**src/rtl/cache_mem_ctrl.sv**
```systemverilog
// cache_mem_ctrl: serialises 128-bit line fills/write-backs into four 32-bit req/ack word-bus beats
module cache_mem_ctrl #(
  parameter int LINE_WORDS = 4
) (
  input  logic         clk_i,
  input  logic         rst_ni,
  input  logic         req_valid_i,
  input  logic         req_rw_i,
  input  logic [31:0]  req_addr_i,
  input  logic [127:0] req_data_i,
  output logic         res_ready_o,
  output logic [127:0] res_data_o,
  output logic         bus_req_o,
  output logic         bus_we_o,
  output logic [31:0]  bus_addr_o,
  output logic [31:0]  bus_wdata_o,
  input  logic         bus_ack_i,
  input  logic [31:0]  bus_rdata_i,
  output logic         busy_o,
  output logic [31:0]  rd_cnt_o,
  output logic [31:0]  wr_cnt_o
);
  typedef enum logic [1:0] {IDLE, BURST, RESP} state_t;
  state_t state, state_n;
  logic [1:0]   beat;
  logic [27:0]  addr_q;
  logic         rw_q;
  logic [127:0] data_q, line_q;
  logic [31:0]  rd_cnt, wr_cnt;
  logic         last_beat;
  logic         unused_addr;
  assign unused_addr = ^req_addr_i[3:0];
  assign last_beat = beat == 2'(LINE_WORDS - 1);
  always_ff @(posedge clk_i or negedge rst_ni)
    if (!rst_ni) state <= IDLE;
    else state <= state_n;
  always_comb begin
    state_n = state;
    state_n = state == IDLE  ? (req_valid_i ? BURST : IDLE) :
              state == BURST ? (bus_ack_i && last_beat ? RESP : BURST) : IDLE;
  end
  always_ff @(posedge clk_i or negedge rst_ni)
    if (!rst_ni) begin
      beat   <= '0;
      addr_q <= '0;
      rw_q   <= 1'b0;
      data_q <= '0;
      line_q <= '0;
      rd_cnt <= '0;
      wr_cnt <= '0;
    end else begin
      if (state == IDLE && req_valid_i) begin
        addr_q <= req_addr_i[31:4];
        rw_q   <= req_rw_i;
        data_q <= req_data_i;
        beat   <= '0;
      end
      if (state == BURST && bus_ack_i) begin
        beat <= beat + 2'd1;
        if (!rw_q) line_q[{beat, 5'd0} +: 32] <= bus_rdata_i;
      end
      if (state == RESP) begin
        if (rw_q) wr_cnt <= wr_cnt + 32'd1;
        else rd_cnt <= rd_cnt + 32'd1;
      end
    end
  assign bus_req_o   = state == BURST;
  assign bus_we_o    = bus_req_o & rw_q;
  assign bus_addr_o  = bus_req_o ? {addr_q, beat, 2'b00} : '0;
  assign bus_wdata_o = bus_req_o ? data_q[{beat, 5'd0} +: 32] : '0;
  assign res_ready_o = state == RESP;
  assign res_data_o  = line_q;
  assign busy_o      = state != IDLE;
  assign rd_cnt_o    = rd_cnt;
  assign wr_cnt_o    = wr_cnt;
endmodule

```
**config.mk**
```make
export PLATFORM = sky130hd
export DESIGN_NAME = cache_mem_ctrl
export DESIGN_NICKNAME = d
export VERILOG_FILES = /design/src/rtl/cache_mem_ctrl.sv
export SDC_FILE = /design/constraint.sdc
export NUM_CORES = 1
export LEC_CHECK = 0
export CORE_MARGIN = 3
export CORE_UTILIZATION = 43
export DETAILED_ROUTE_END_ITERATION = 10
export GPL_ROUTABILITY_DRIVEN = 0
export PLACE_DENSITY = 0.77
export SKIP_LAST_GASP = 1
export SLEW_MARGIN = 15
export SYNTH_ARGS = -nofsm -noshare
export SYNTH_HDL_FRONTEND = slang
export SYNTH_SLANG_ARGS = --single-unit
export TNS_END_PERCENT = 5
```
**constraint.sdc**
```tcl
create_clock -name clk_i -period 2.4 [get_ports clk_i]
set_input_delay 0.6 -clock clk_i [delete_from_list [all_inputs] [get_ports clk_i]]
set_output_delay 0.6 -clock clk_i [all_outputs]
set_load 0.005 [all_outputs]
```
==> flow_summary.rst, run 1 <==
.. list-table::
   :header-rows: 1

   * - Metric
     - Value
   * - Run status
     - complete, but fails checks
   * - Failing checks
     - negative setup slack
   * - Worst Tran Pin Value
     - 0.5043 ns
   * - Required time of the critical path
     - 1.80 ns
   * - Die Y
     - 191.8 µm
   * - Mapped Cells
     - 1144
   * - Switching power of the nets
     - 7.446 mW
   * - Post-route cell area
     - 0.02212 mm²
   * - Fin nets
     - 1845
   * - Root Buffer
     - clkbuf_16
   * - Sum of negative setup slack
     - -12.26 ns
   * - EDFF count, synth
     - 0
   * - Remaining global-route overflow
     - 0
   * - Shortest clock period the worst path allows after layout
     - 2.668 ns
   * - Total Routing Usage GR
     - 0.2398
   * - RSZ-0062 raised after global routing
     - true
   * - Width of the chip
     - 191.8 µm
   * - Die outline area
     - 0.03678 mm²
   * - Worst slew margin relative to its limit
     - 0.6638
   * - Row cnt
     - 67
   * - Share of the synthesized netlist area taken by xor and xnor gates
     - 0.03659
   * - Leading post-synthesis cells by cell area
     - dfrtp_1, mux2_2, mux4_2
   * - HPWL reported at the end of detailed placement
     - 30790 µm
   * - Area post-placement
     - 0.02027 mm²
   * - Largest family of logic cells by synthesized area
     - multiplexers
   * - Most frequent cells in the layout
     - clkdlybuf4s50_1, dfrtp_1, mux2_2, nand2_1
   * - Number of buffers inserted during clock tree synthesis
     - 40
   * - Sequential element share of the synthesized area
     - 0.5953
   * - Post-synthesis mux area share
     - 0.1692
   * - Reg2reg end
     - res_data_o[16]
   * - Initial antenna violation count
     - 4
   * - End of the critical path
     - bus_wdata_o[8]
   * - Number of hold buffers added after CTS
     - 0
   * - CTS HTree Levels
     - 2
   * - Number of distinct library cell variants in the gate-level netlist after synthesis
     - 40
   * - Number of detailed-routing iterations run before antenna repair
     - 4
   * - Max-cap check violation count
     - 0
   * - Highest achievable clock rate
     - 374.8 MHz
   * - Post-detailed-route count of antenna-violating nets
     - 0
   * - Clock Path Buffers
     - 3
   * - Worst slack at placement
     - -0.002505 ns
   * - Clock-pin slew reported for the worst setup and hold paths after clock tree synthesis
     - 0.06 ns
   * - Proportion of netlist area held by the largest area contributor
     - 0.5953
   * - Final wirelength
     - 44690 µm
   * - Count of buffers inserted at the top-level ports
     - 450
   * - Signed area change from the synthesized netlist to the final layout
     - 49.03%
   * - Pin count of the biggest net entering global routing
     - 70
   * - Max-slew violations
     - 0
   * - Mean Syn Cell Area
     - 12.97 µm²
   * - Setup slack, reg-to-reg
     - 0 ns
   * - Floorplan Core Area
     - 0.03378 mm²
   * - Warnings from Yosys
     - 0
   * - Initial Util
     - 0.4392
   * - Critical Path Fanout Max
     - 4
   * - Commonest non-fill, non-tap cell in the layout
     - clkdlybuf4s50_1
   * - Post-synthesis share of cell area spent on and, or, nand and nor gates
     - 0.1079
   * - Cell taking the most area after synthesis
     - dfrtp_1
   * - Share of power burned in registers
     - 0.352
   * - Share of cells above drive strength 1
     - 0.2413
   * - Crit path launch
     - beat[0]
   * - Cell-internal power
     - 18.69 mW
   * - Number of cells traversed by the worst register-to-register path
     - 10
   * - CTS tree
     - yes
   * - Post-synthesis register bit count
     - 353
   * - Post-synthesis compound-gate area fraction
     - 0.06121
   * - Adder-cell share of the synthesized area
     - 0.006745
   * - Cell area after synthesis
     - 0.01484 mm²
   * - Detail-routed net length per standard cell
     - 21.07 µm
   * - Number of clock sinks
     - 353
   * - Worst-Skew Late Latency
     - 0.51 ns
   * - Global-route wire length before repair
     - 68220 µm
   * - Lkg Pwr
     - 9.549 nW
   * - Fin crit share
     - 1.112
   * - Number of violations reported at the end of detailed-routing iteration 0
     - 480
   * - Arrival time of data at the critical path endpoint
     - 2.07 ns
   * - Most common flop cell mapped by yosys
     - dfrtp_1
   * - Crit Path Category
     - reg -> out
   * - Number of global-route vias before repair
     - 11.82k
   * - Fraction of power spent switching nets
     - 0.2849
   * - Proportion of register bits with asynchronous set or reset after synthesis
     - 1.000
   * - I/O pin total
     - 457
   * - Total via count after detailed routing
     - 11.09k
   * - Total power density per cell area
     - 1182 mW/mm²
   * - Comb pwr share
     - 0.396
   * - Setup slack after layout
     - -0.2681 ns
   * - Sort of element at the start of the critical path
     - flip-flop
   * - Setup violators final
     - 64
   * - Fraction of power consumed by the clock network
     - 0.253
   * - Vias per inst
     - 5.226
   * - Fin Clk Skew
     - 0.006747 ns
   * - Type of the worst min-delay path
     - in -> async
   * - Beginning of the worst register-to-register path
     - beat[0]
   * - Largest voltage drop on the vdd net
     - 0.8379 mV
   * - Final-layout worst hold slack
     - 0.01550 ns
   * - Final Hold Violating Endpoints
     - 0
   * - Residual DRC
     - 0
   * - Element type at the critical path end
     - output port
final cells by class:
class	count	area, µm²
clock inverter	17	270.3
sequential	353	8836
clock buffer	55	1189
antenna	3	7.507
tap	448	560.5
fill	2512	11670
multi-input combinational	713	5758
timing repair buffer	522	5456
inverter	10	37.54
logic make-up (layout without fill, tap and decap cells):
kind of cell / count (synthesis) / after routing
AO/OA/AOI/OAI: 132 / 132
XOR/XNOR: 62 / 62
flip-flops: 353 / 353
other: 1 / 5
AND/OR/NAND/NOR: 318 / 318
multiplexers: 191 / 191
adder cells (fa/ha/maj): 8 / 8
buffers and inverters: 79 / 604
cell usage after synthesis (8+ instances only):
cell      count
nand2_1     158
and3_1       15
xor2_1       18
a22o_1       64
nand3_1      19
xnor2_1      44
clkbuf_1     40
mux2_2      159
dfrtp_1     353
and2_1       64
inv_1        10
o21ai_0      64
buf_2        27
ha_1          8
mux4_2       32
nor2_1       21
nand4_1      14
what timing repair did:
item / CTS / global route
resized for setup: 168 / 11
setup buffers: 23 / 0
cloned: 7 / 0
pin swaps: 25 / 0
setup endpoints to repair: 66 / 194
worst min path at each step:
| stage | cells past startpoint | slack (ns) | start | end |
|---|---|---|---|---|
| after global placement | 1 | 0.46 | wr_cnt_o[31] | wr_cnt_o[31] |
| after global routing | 1 | 0.04 | rst_ni | res_data_o[119] |
| final | 1 | 0.02 | rst_ni | res_data_o[65] |
| after floorplan | 0 | 0.30 | rst_ni | addr_q[0] |
| after CTS | 1 | 0.04 | rst_ni | res_data_o[22] |
| after detailed placement | 1 | 0.46 | wr_cnt_o[31] | wr_cnt_o[31] |
state kept, by name, summed over array words and instances, names as in the netlist:
signal and flops:
beat 2, rw_q 1, wr_cnt_o 32, state 2, addr_q 28, rd_cnt_o 32
res_data_o 128, data_q 128
power groups by stage:
stage	logic (mW)	registers [mW]	clock network (mW)
floorplan	4.53	8.94	0
global placement	9.34	9.16	0
detailed placement	9.56	9.29	0
CTS	10.5	9.20	6.75
global route	11.1	9.45	7.01
finish	10.3	9.19	6.61
stage by stage:
step	std cells	power (mW)	util
final	2121	26.14	0.6546
after global routing	2121	27.55	0.6546
after CTS	2121	26.43	0.6554
after detailed placement	2019	18.84	0.5999
after global placement	2019	18.50	0.5999
after floorplan	1145	13.47	-
worst max-delay path: stages (launching register included):
cell	delay, ns
dfrtp_2	0.43
buf_6	0.12
buf_12	0.11
buf_8	0.11
mux4_2	0.51
and2_4	0.15
buf_2	0.12
per-layer routing:
layer | track usage | routed length [µm]
met4 | 0.09201 | 1798
met5 | 0 | 13
met2 | 0.4137 | 22610
met3 | 0.05786 | 3213
met1 | 0.2910 | 17050
Note: power is estimated with default switching activity, not from simulation.
==> run 2: changes to the inputs <==
- SLEW_MARGIN: 15 -> 20
==> results of run 2 <==
Final layout, timing and power as in run 1 (identical DEF).
